File: src/rtl/dmem_arbiter_pkg.sv
// dmem_arbiter_pkg
//   Shared constants, FSM state encoding and a beat-count helper for the
//   data-memory arbiter that multiplexes a scalar port and a vector burst
//   port onto one single-port dsram.
package dmem_arbiter_pkg;

    localparam int MEM_AW = 8;           // dsram word-address width
    localparam int DW     = 32;          // data width
    localparam int VLEN_W = 4;           // burst length field width
    localparam int CNT_W  = VLEN_W + 1;  // one extra bit so a 0 length means 16 beats

    typedef enum logic [1:0] {
        ST_IDLE   = 2'd0,
        ST_VBURST = 2'd1,
        ST_VDONE  = 2'd2
    } state_t;

    // Number of beats in a burst; the all-zero length encodes the maximum.
    function automatic logic [CNT_W-1:0] beat_total(input logic [VLEN_W-1:0] len);
        return (len == '0) ? CNT_W'(2 ** VLEN_W) : CNT_W'(len);
    endfunction

endpackage

File: src/rtl/dmem_arbiter.sv
// dmem_arbiter
//   Arbitrates a scalar load/store port and a vector burst port onto a
//   single-port dsram (registered read data, active-low write enable).
//   Ports:
//     clk, rst_n                 clock, asynchronous active-low reset
//     s_req/s_we/s_addr/s_wdata  scalar request; s_grant is combinational,
//     s_grant/s_stall            s_stall = s_req & ~s_grant
//     s_rvalid/s_rdata           scalar read return, one cycle after grant
//     v_req/v_we/v_base/v_len    burst request, held until v_done
//     v_wdata/v_wready           write-burst data and per-beat consume strobe
//     v_rvalid/v_rdata/v_ridx    read-burst return with beat index
//     v_done                     one-cycle end-of-burst pulse
//     mem_addr/mem_en_wr/        dsram interface
//     mem_wdata/mem_rdata
module dmem_arbiter
    import dmem_arbiter_pkg::*;
(
    input  logic              clk,
    input  logic              rst_n,
    // scalar port
    input  logic              s_req,
    input  logic              s_we,
    input  logic [MEM_AW-1:0] s_addr,
    input  logic [DW-1:0]     s_wdata,
    output logic              s_grant,
    output logic              s_stall,
    output logic              s_rvalid,
    output logic [DW-1:0]     s_rdata,
    // vector port
    input  logic              v_req,
    input  logic              v_we,
    input  logic [MEM_AW-1:0] v_base,
    input  logic [VLEN_W-1:0] v_len,
    input  logic [DW-1:0]     v_wdata,
    output logic              v_wready,
    output logic              v_rvalid,
    output logic [DW-1:0]     v_rdata,
    output logic [VLEN_W-1:0] v_ridx,
    output logic              v_done,
    // dsram port
    output logic [MEM_AW-1:0] mem_addr,
    output logic              mem_en_wr,
    output logic [DW-1:0]     mem_wdata,
    input  logic [DW-1:0]     mem_rdata
);

    state_t              state_q, state_d;
    logic                rr_vec_q;      // 1: vector wins the next tie
    logic [MEM_AW-1:0]   base_q;
    logic [CNT_W-1:0]    total_q;
    logic                we_q;
    logic [CNT_W-1:0]    cnt_q;
    logic                s_rvalid_q;
    logic                v_rvalid_q;
    logic [VLEN_W-1:0]   v_ridx_q;

    logic                v_latch;       // burst accepted this cycle
    logic                beat;          // one burst beat issued this cycle

    // NOTE: every signal written here gets a default first, so no path
    // through the case statement can leave one unassigned and infer a latch.
    always_comb begin
        state_d   = state_q;
        s_grant   = 1'b0;
        v_latch   = 1'b0;
        beat      = 1'b0;
        v_wready  = 1'b0;
        v_done    = 1'b0;
        mem_addr  = '0;
        mem_en_wr = 1'b1;
        mem_wdata = '0;

        unique case (state_q)
            ST_IDLE: begin
                // Arbitration is held off while reset is asserted so no
                // grant or access can leak out during reset.
                if (rst_n) begin
                    if (s_req && (!v_req || !rr_vec_q)) begin
                        s_grant   = 1'b1;
                        mem_addr  = s_addr;
                        mem_en_wr = ~s_we;
                        mem_wdata = s_wdata;
                    end else if (v_req) begin
                        v_latch = 1'b1;
                        state_d = ST_VBURST;
                    end
                end
            end
            ST_VBURST: begin
                beat      = 1'b1;
                mem_addr  = base_q + MEM_AW'(cnt_q);  // wraps 255 -> 0
                mem_en_wr = ~we_q;
                v_wready  = we_q;
                mem_wdata = we_q ? v_wdata : '0;
                if (cnt_q == total_q - CNT_W'(1))
                    state_d = ST_VDONE;
            end
            ST_VDONE: begin
                v_done  = 1'b1;
                state_d = ST_IDLE;
            end
            default: state_d = ST_IDLE;
        endcase
    end

    // NOTE: state is updated with non-blocking assignments so every register
    // samples the values from before this edge, independent of statement order.
    always_ff @(posedge clk or negedge rst_n) begin
        if (!rst_n) begin
            state_q    <= ST_IDLE;
            rr_vec_q   <= 1'b0;
            base_q     <= '0;
            total_q    <= '0;
            we_q       <= 1'b0;
            cnt_q      <= '0;
            s_rvalid_q <= 1'b0;
            v_rvalid_q <= 1'b0;
            v_ridx_q   <= '0;
        end else begin
            state_q <= state_d;

            // The winner of any grant becomes the loser of the next tie.
            if (s_grant)
                rr_vec_q <= 1'b1;
            else if (v_latch)
                rr_vec_q <= 1'b0;

            if (v_latch) begin
                base_q  <= v_base;
                total_q <= beat_total(v_len);
                we_q    <= v_we;
                cnt_q   <= '0;
            end else if (beat) begin
                cnt_q <= cnt_q + CNT_W'(1);
            end

            // Read data from the dsram arrives one cycle after the address.
            s_rvalid_q <= s_grant & ~s_we;
            v_rvalid_q <= beat & ~we_q;
            if (beat)
                v_ridx_q <= cnt_q[VLEN_W-1:0];
        end
    end

    assign s_stall  = s_req & ~s_grant;
    assign s_rvalid = s_rvalid_q;
    assign s_rdata  = mem_rdata;
    assign v_rvalid = v_rvalid_q;
    assign v_rdata  = mem_rdata;
    assign v_ridx   = v_ridx_q;

endmodule
File: config.mk
export PLATFORM = sky130hd
export DESIGN_NAME = dmem_arbiter
export DESIGN_NICKNAME = d
export VERILOG_FILES = /design/src/rtl/dmem_arbiter_pkg.sv /design/src/rtl/dmem_arbiter.sv
export SDC_FILE = /design/constraint.sdc
export NUM_CORES = 1
export LEC_CHECK = 0
export CAP_MARGIN = 20
export CORE_ASPECT_RATIO = 1.2
export CORE_MARGIN = 5
export CORE_UTILIZATION = 28
export DETAILED_ROUTE_END_ITERATION = 7
export PLACE_DENSITY_LB_ADDON = 0.3
export SLEW_MARGIN = 0
export SYNTH_ARGS = -nofsm -noshare
export SYNTH_HDL_FRONTEND = slang
export SYNTH_SLANG_ARGS = --single-unit
File: constraint.sdc
create_clock -name clk -period 2 [get_ports clk]
set_clock_uncertainty 0.1 [all_clocks]
set_input_delay 0.4 -clock clk [delete_from_list [all_inputs] [get_ports clk]]
set_output_delay 0.4 -clock clk [all_outputs]
set_load 0.03 [all_outputs]
==> results.ini, run 1 <==
[run_status]
status=finished, violations left
violations=setup timing

[sta]
finalHoldViolations=0
min_period_ns=2.60
worst_slack_ns=-0.600
rsz0062_at_grt=true
setup_viol=44
slew_headroom_pct=74.8
clock.fmax_ghz=0.385
post-route-period-util_pct=130
slew_violations=0
tightest_slew_ns=0.377

[yosys]
avgSynthCellArea_um2=9.42
synth_top_area_share_pct=27.8
netlist_area_um2=2520
synth_top_family_by_area=buffers and inverters
ys_types=40
syn_nets=397
synth_area_leaders=dfrtp_1 (28%), buf_4 (20%), a22o_1 (11%)
yosysTopAreaCell=dfrtp_1
yosysSeqAreaShare_pct=27.8
synth_cells=267
synthAdderAreaFrac_pct=4.28
synth_common_cells=buf_4 (66), a22o_1 (32), dfrtp_1 (28)
synthSimpleGateAreaFrac_pct=12.9
synth.area.mux_share_pct=8.25
synthMostInstantiatedCell=buf_4
ys_ff_latch=28
synth_compound_area_share_pct=18.0
synth-edff-count=0
async_reset_ff_share_pct=100
synth_warnings=0
synth_flop_cell=dfrtp_1
synthXorXnorAreaFrac_pct=4.18

[clocking]
clk_pin_slew_worst_paths_ns=0.09
cts_root_buf=clkbuf_8
tritoncts=done
cts.sinks=28
numCtsBuffers=3
cts_buffer_depth=2
htree_levels=1
clock_latency_ns=0.27

[pwr]
p_sw_mw=3.29
sequentialPowerShare_pct=14.5
swShare_pct=43.6
ir_drop_uv=736
p_clk_share_pct=4.6
p_int_mw=4.25
static-leakage-power_nw=2.01
power_density_nw_per_um2=1650
p_comb_share_pct=80.9

[critical_path]
start_kind=flop
r2r_slack_ns=0.38
worstSetupPathType=reg -> out
critPathRequiredTime_ns=1.50
cp-end-kind=primary output
path_buf_inv=1
worst-r2r-cell-count=5
path_delay_family=adder cells
cp_data_arrival_time_ns=2.10
slowest_delay_ns=0.40
cp_max_fo=2
r2r-start=state_q[0]
reg2reg_to=base_q[1]
cp_slowest_cell=dfrtp_1
crit_chain=ha_2 > fa_2 > a21o_1 > a21oi_2 > nor2b_1 > mux2i_1 > nand2_2 > buf_12

[grt]
grt_max_degree=29
grt_usage_pct=17.4
grt_overflow=0
grt_pass1_wl_mm=14.2
grt_antenna_before_repair=5
grt_pass1_vias=2541

[layout]
fin_nets=521
stdcell_count=510
drive_above_1_share_pct=41.0
fillers=805
syn_to_final_growth_pct=81.7
num_antenna_cells=0
final_util_pct=51.4

[min_path]
holdCritPathClass=in -> async

[detailed_routing]
drt-initial-drc-count=34
drc=0
wl_per_cell_um=20.1
via_per_inst=4.69
firstDrtPassIters=4
wirelength_mm=10.2
vias=2394
drtAntennaViolNets=0

[placement]
numPlacedInstances=476
dp_hpwl_mm=7.80
dp_slack_ns=-0.552
port_buffers=140
place_congestion=0.825

[floorplanning]
die_area_um2=11000
dieWidth_um=96.5
io_pins=237
coreArea_um2=8890
rows=38
initial_utilization_pct=28.3
die_height_um=114

[job]
drv_cap=0

[cells by family (layout without fill, tap and decap cells)]
group,Yosys count,after routing
flip-flops,28,28
adder cells (fa/ha/maj),8,8
buffers and inverters,82,205
AO/OA/AOI/OAI,60,60
AND/OR/NAND/NOR,62,62
XOR/XNOR,12,12
multiplexers,15,15
[cell type report]
type | instances | area (um2) | area share (%)
Tap cell | 120 | 150 | 3.28
Inverter | 3 | 11.3 | 0.246
Sequential cell | 28 | 703 | 15.4
Clock buffer | 4 | 55.1 | 1.20
Multi-Input combinational cell | 157 | 1430 | 31.3
Timing Repair Buffer | 198 | 2220 | 48.6
[sequential cells by signal (all words and copies together) (netlist names)]
| name | flops |
|---|---|
| state_q | 2 |
| s_rvalid | 1 |
| cnt_q | 5 |
| rr_vec_q | 1 |
| v_rvalid | 1 |
| v_ridx | 4 |
| we_q | 1 |
| base_q | 8 |
| total_q | 5 |
[per-layer routing]
metal / global-route usage [%] / wire length (um) / vias up / share of wire, %
li1: - / - / 1116 / -
met1: 18.4 / 3580 / 1110 / 35
met2: 30.6 / 5140 / 132 / 50
met3: 8.11 / 1190 / 26 / 12
met4: 4.96 / 255 / 10 / 2.5
met5: 0 / 76 / - / 0.74
[placed cells by master, fill, tap and decap left out, types with 2 or more instances in the layout]
cell,n
a21o_1,2
a21oi_1,4
a21oi_2,2
a21oi_4,2
a22o_1,28
a22o_4,4
a22oi_2,3
buf_12,17
buf_16,3
buf_4,31
buf_6,47
buf_8,4
clkbuf_8,4
clkdlybuf4s50_1,92
dfrtp_1,26
dfrtp_2,2
dlygate4sd2_1,2
ha_1,4
ha_4,2
inv_1,2
mux2_2,2
mux2_4,11
mux2i_1,2
nand2_1,23
nand2b_1,2
nand3_1,8
nand3b_1,3
nor2_1,3
nor2_2,2
nor2b_1,2
nor2b_4,2
nor3_1,2
nor3b_1,2
o21ai_0,6
o21ai_2,4
xnor2_1,3
xor2_1,7
[per-stage QoR]
step                area, um2  total power [mW]  setup TNS, ns  hold slack [ns]
global route             4570              7.96         -13.93            0.226
finish                   4570              7.54         -11.66            0.192
floorplan                2570              4.10         -0.363          0.00441
detailed placement       3780              5.90         -20.41            0.369
CTS                      4570              7.42         -13.38            0.207
global placement         3780              5.86         -19.06            0.373
[worst register-to-register path, stage by stage, from the launching register on]
cell	delay, ns
dfrtp_2	0.45
nor3b_4	0.21
buf_4	0.14
nand3_2	0.12
buf_12	0.19
mux2_4	0.31
[power groups by stage]
stage	registers (mW)	logic, mW	clock network, mW
final	1.09	6.10	0.347
after global routing	1.12	6.46	0.377
after CTS	1.08	5.98	0.358
after detailed placement	1.08	4.82	0
after global placement	1.08	4.79	0
after floorplan	1.14	2.95	0
[worst max path at each step]
stage,startpoint,end,slack [ns],cells past startpoint
finish,cnt_q[0],mem_addr[6],-0.60,8
CTS,cnt_q[0],mem_addr[6],-0.62,8
floorplan,cnt_q[0],mem_addr[4],-0.19,6
global placement,rst_n,mem_addr[7],-0.52,7
detailed placement,rst_n,mem_addr[7],-0.55,7
global route,base_q[0],mem_addr[6],-0.65,8
[what timing repair did]
item,CTS,global route
pin swaps,27,40
hold buffers,0,0
setup buffers,24,9
gates resized for setup,86,25
hold endpoints to repair,0,0
cloned,8,1
endpoints found under the setup margin,45,45
(Power assumes the default switching activity.)
==> run 2, diff against run 1 <==
--- a/config.mk
+++ b/config.mk
@@ -5,11 +5,13 @@
 export SDC_FILE = /design/constraint.sdc
 export NUM_CORES = 1
 export LEC_CHECK = 0
+export ABC_CLOCK_PERIOD_IN_PS = 2000
 export CAP_MARGIN = 20
 export CORE_ASPECT_RATIO = 1.2
 export CORE_MARGIN = 5
 export CORE_UTILIZATION = 28
 export DETAILED_ROUTE_END_ITERATION = 7
+export HOLD_SLACK_MARGIN = 0.12
 export PLACE_DENSITY_LB_ADDON = 0.3
 export SLEW_MARGIN = 0
 export SYNTH_ARGS = -nofsm -noshare
==> results of run 2 <==
No change in the layout: final DEF, timing and power equal those of run 1.
==> run 3, diff against run 2 <==
--- a/config.mk
+++ b/config.mk
@@ -13,6 +13,7 @@
 export DETAILED_ROUTE_END_ITERATION = 7
 export HOLD_SLACK_MARGIN = 0.12
 export PLACE_DENSITY_LB_ADDON = 0.3
+export RECOVER_POWER = 25
 export SLEW_MARGIN = 0
 export SYNTH_ARGS = -nofsm -noshare
 export SYNTH_HDL_FRONTEND = slang
==> run 3 against run 2 <==
The run still ends with setup timing left. Cell count did not move. Cell area about the same. Critical path depth is the same. Register-to-register slack is essentially flat. Sequential share of layout area about the same. Flip-flop and latch count unchanged. Worst setup slack is essentially flat. Largest cell class unchanged.
==> results.ini, run 3 (synthesis results as in run 1) <==
[run_status]
status=finished, violations left  ; unchanged
violations=setup timing  ; unchanged

[floorplanning]
initial_utilization_pct=28.3  ; unchanged
dieWidth_um=96.5  ; unchanged
die_area_um2=11000  ; unchanged
die_height_um=114  ; unchanged
io_pins=237  ; unchanged
rows=38  ; unchanged
coreArea_um2=8890  ; unchanged

[critical_path]
critPathRequiredTime_ns=1.50  ; about the same
cp_max_fo=2  ; unchanged
r2r_slack_ns=0.38  ; about the same
worst-r2r-cell-count=5  ; unchanged
cp-end-kind=primary output  ; unchanged
r2r-start=state_q[0]  ; unchanged
reg2reg_to=base_q[1]  ; unchanged
cp_data_arrival_time_ns=2.10  ; about the same
start_kind=flop  ; unchanged
worstSetupPathType=reg -> out  ; unchanged

[clocking]
cts.sinks=28  ; unchanged
cts_root_buf=clkbuf_8  ; unchanged
tritoncts=done  ; unchanged
hold_buffers=0  ; unchanged
numCtsBuffers=3  ; unchanged
clock_latency_ns=0.27  ; about the same
cts_buffer_depth=2  ; unchanged
clk_pin_slew_worst_paths_ns=0.09  ; about the same
htree_levels=1  ; unchanged

[pwr]
swShare_pct=43.6  ; about the same
sequentialPowerShare_pct=14.5  ; about the same
p_int_mw=4.25  ; about the same
p_sw_mw=3.29  ; about the same
ir_drop_uv=735  ; was 736 uV
static-leakage-power_nw=2.01  ; about the same
power_density_nw_per_um2=1650  ; about the same
p_clk_share_pct=4.6  ; about the same
p_comb_share_pct=80.9  ; about the same

[detailed_routing]
drtAntennaViolNets=0  ; unchanged
wirelength_mm=10.2  ; about the same
drc=0  ; unchanged
wl_per_cell_um=20.1  ; about the same
firstDrtPassIters=4  ; unchanged
drt-initial-drc-count=34  ; unchanged
via_per_inst=4.70  ; was 4.69
vias=2399  ; was 2394

[placement]
placed_area_um2=3780  ; unchanged
port_buffers=140  ; unchanged
place_congestion=0.825  ; unchanged
dp_hpwl_mm=7.80  ; unchanged
numPlacedInstances=476  ; unchanged

[grt]
grt_pass1_vias=2541  ; unchanged
grt_pass1_wl_mm=14.2  ; unchanged
grt_overflow=0  ; unchanged
grt_max_degree=29  ; unchanged
grt_usage_pct=17.4  ; unchanged
grt_antenna_before_repair=5  ; unchanged

[sta]
post-route-period-util_pct=130  ; about the same
setup_viol=44  ; unchanged
hold_slack_ns=0.394  ; was 0.192 ns
slew_violations=0  ; unchanged
rsz0062_at_grt=true  ; unchanged
clock.fmax_ghz=0.385  ; about the same
finalHoldViolations=0  ; unchanged
min_period_ns=2.60  ; about the same
worst_slack_ns=-0.600  ; about the same
tightest_slew_ns=0.741  ; was 0.377 ns
slew_headroom_pct=50.6  ; was 74.8%

[min_path]
whs_endpoint=v_ridx[2]
min_from=v_ridx[2]
holdCritPathClass=reg -> reg  ; was in -> async
min_path_cells=2

[layout]
stdcell_count=510  ; unchanged
reg.largest.list=base_q x8, cnt_q x5, total_q x5  ; unchanged
final_area_um2=4570  ; about the same
largest_reg_flops=8  ; unchanged
most-common-layout-cells=clkdlybuf4s50_1 (92), buf_6 (47), buf_4 (30)  ; was clkdlybuf4s50_1 (92), buf_6 (47), buf_4 (31)
final_common_cell=clkdlybuf4s50_1  ; unchanged
num_antenna_cells=0  ; unchanged
syn_to_final_growth_pct=81.5  ; was 81.7%
final_util_pct=51.4  ; about the same
top_register=base_q  ; unchanged
fin_nets=521  ; unchanged
drive_above_1_share_pct=40.8  ; was 41.0%

[job]
drv_cap=0  ; unchanged

[run 3: changes by cell type in the layout (fill, tap and decap cells not counted), sizes merged]
cell,delta
clkdlybuf4s25,+1
buf,-1
clkbuf,+1
clkdlybuf4s15,-1
[run 3: metrics by stage]
step | setup TNS [ns] | power (mW) | setup slack (ns)
finish | -11.97 | 7.54 | -0.600
global route | -14.33 | 7.96 | -0.655
CTS | -13.38 | 7.42 | -0.616
detailed placement | -20.41 | 5.90 | -0.552
global placement | -19.06 | 5.86 | -0.522
floorplan | -0.363 | 4.10 | -0.194
[run 3: worst max path at each step]
stage                     cells after the start      start          end
final                                         8   cnt_q[0]  mem_addr[6]
after detailed placement                      7      rst_n  mem_addr[7]
after CTS                                     8   cnt_q[0]  mem_addr[6]
after floorplan                               6   cnt_q[0]  mem_addr[4]
after global placement                        7      rst_n  mem_addr[7]
after global routing                          8  base_q[0]  mem_addr[6]
[run 3: repair_timing]
item                                    CTS  global route
pin swaps                                27            40
gates cloned                              8             1
gates resized for setup                  86            25
setup buffers                            24             9
endpoints found under the setup margin   45            45
[run 3: area by class of cell]
| cell class | count | area [um2] |
|---|---|---|
| multi-input cells | 157 | 1430 |
| fillers | 803 | 4320 |
| flip-flops and latches | 28 | 703 |
| well taps | 120 | 150 |
| repair buffers | 198 | 2220 |
| inverters | 3 | 11.3 |
| clock buffers | 4 | 55.1 |
[run 3: per-layer routing]
metal / GRT usage [%] / share of wire, %
met5: 0 / 0.74
met3: 8.11 / 12
met1: 18.4 / 35
met4: 4.96 / 2.5
met2: 30.6 / 50
[run 3: critical path, cell delays in order (launching register included)]
cell and delay [ns]:
dfrtp_1 0.40, ha_2 0.20, fa_2 0.35, a21o_1 0.18, a21oi_2 0.16, nor2b_1 0.08, mux2i_1 0.21, nand2_2 0.10
buf_12 0.15
[run 3: power groups by stage]
stage | clock, mW | combinational (mW) | sequential, mW
4_1_cts | 0.358 | 5.98 | 1.08
3_5_place_dp | 0 | 4.82 | 1.08
2_1_floorplan | 0 | 2.95 | 1.14
3_3_place_gp | 0 | 4.79 | 1.08
5_1_grt | 0.377 | 6.46 | 1.12
6_report | 0.346 | 6.10 | 1.09
==> edit (flow settings as in run 1) <==
`VLEN_W`: 4 -> 5.
--- a/src/rtl/dmem_arbiter_pkg.sv
+++ b/src/rtl/dmem_arbiter_pkg.sv
@@ -7,5 +7,5 @@
     localparam int MEM_AW = 8;           // dsram word-address width
     localparam int DW     = 32;          // data width
-    localparam int VLEN_W = 4;           // burst length field width
+    localparam int VLEN_W = 5;           // burst length field width
     localparam int CNT_W  = VLEN_W + 1;  // one extra bit so a 0 length means 16 beats
 
Interface: changed (resized v_len and v_ridx); port bits go from 237 to 239. The function was not compared with the original's and may differ.
==> edit against run 1 <==
Die area rose by 2.2%. Largest cell class unchanged. Sequential share of layout area is 2.0 points higher. Design area decreased by 1.9%. Critical path type unchanged. Non-clock buffer count shrank 12. The run still ends with setup timing left. Setup slack worse by 13 ps. Via count grew 8.0%. Routed wire length grew 8.1%. Sequential cell count rose by 3. First-iteration DRC count is 35% higher. Total power decreased by 2.2%. Global-route usage grew 1.5 points. Synthesized area up 2.5%. Critical path depth rose by 1. Register-to-register slack got worse by 220 ps.
==> edit: results (changes against run 1) <==
** Run status
- Status :: complete, but fails checks
- Failing checks :: setup timing

** Layout
- The count of non-CTS inverters in the layout came to 5 (+2).
- Layout net count :: 528 (+1.3%)
- The antenna diode count is 1 (+1).
- The proportion of cell area spent on the clock network is 0.02624 (+0.01420).
- Multi-Input Combinational :: 167 (+6.4%)
- The filler cell count is 859 (+6.7%).
- Clock Buffer Count :: 6 (+2)
- Non-clock buffer area fraction after layout :: 0.4470 (-0.03867)
- The number of buffers outside the clock class in the layout was 186 (-6.1%).
- Fraction of area in multi-input gates :: 0.3146 (+0.001461)
- Number of sequential storage elements :: 31 (+11%)

** Clock network
- Clock H-tree levels :: 2 (+1)
- Post-CTS resize count :: 74 (-14%)
- The clock-pin transition on the worst setup and hold timing paths was 70 ps (-20 ps).
- Post-CTS Repair Setup Buffers :: 6 (-75%)

** Place
- The quantity of I/O buffers inserted on ports came to 142 (+1.4%).
- The half-perimeter wire length after detailed placement is 8769 um (+12%).
- Routability congestion estimate :: 0.8851 (+7.3%)

** Detailed routing
- Total met3 wirelength after detailed routing :: 1589 um (+33%)
- Via count of the routed design :: 2585 (+8.0%)
- M1 wire length :: 3802 um (+6.3%)
- The first-iteration detailed-routing DRC count came to 46 (+35%).

** Yosys
- Cells taking the most area after synthesis :: sky130_fd_sc_hd__dfrtp_1 30%, sky130_fd_sc_hd__buf_4 20%, sky130_fd_sc_hd__a22o_1 11%
- Most used standard cells in the synthesized netlist :: 70 x sky130_fd_sc_hd__buf_4, 33 x sky130_fd_sc_hd__a22o_1, 31 x sky130_fd_sc_hd__dfrtp_1, 26 x sky130_fd_sc_hd__nand2_1, 17 x sky130_fd_sc_hd__o21ai_0
- Syn_nets :: 414 (+4.3%)
- The portion of the post-synthesis area used by sequential elements came to 0.3008 (+0.02236).

** Worst setup path
- Master of the slowest instance on the critical path :: sky130_fd_sc_hd__dfrtp_2
- The internal reg-to-reg setup slack was 160 ps (-220 ps).
- Among cell families on the critical path, the largest total delay comes from compound AO/OA/AOI/OAI gates.
- Highest net fanout along the worst path :: 3 (+1)

** Power and ir drop
- The sequential power is 0.00113 W (+4%).
- The portion of total power attributed to the clock network was 0.088 (+0.042).
- Power density cells :: 1647 mW/mm^2 (-0.24%)
- Net Sw Frac :: 0.4371 (+0.0009877)
- The static leakage came to 1.969 nW (-2.2%).

** Global routing
- The wire length of the first global-routing pass is 16170 um (+14%).
- The global router's overall resource usage is 0.1890 (+0.01471).
- The routing usage on met3 was 0.1177 (+0.03658).

** Timing
- Final-report setup violation count :: 44 (unchanged)
- The slack of the critical path was -613.8 ps (-13.41 ps).
- Tightest Pin Transition :: 445.0 ps (+67.74 ps)
[edit: per-stage QoR]
step | setup WS (ps) | area [sq um] | instances
6_report | -613.8 | 4482 | 518
5_1_grt | -721.5 | 4482 | 518
4_1_cts | -643.7 | 4418 | 514
3_5_place_dp | -509.3 | 3862 | 494
3_3_place_gp | -486.8 | 3862 | 494
2_1_floorplan | -214.0 | 2621 | 282
[edit: logic make-up (layout without fill, tap and decap cells)]
| kind of cell | after synthesis | in the layout | share of synthesized area |
|---|---|---|---|
| DFF | 31 | 31 | 0.3008 |
| adders and majority gates | 9 | 9 | 0.04658 |
| buffers and inverters | 85 | 199 | 0.2290 |
| muxes | 14 | 14 | 0.06405 |
| other | 0 | 1 | 0 |
| and+or+nand+nor | 60 | 61 | 0.1126 |
| xor gates and xnor gates | 14 | 14 | 0.04755 |
| AOI/OAI and AO/OA | 69 | 69 | 0.1994 |
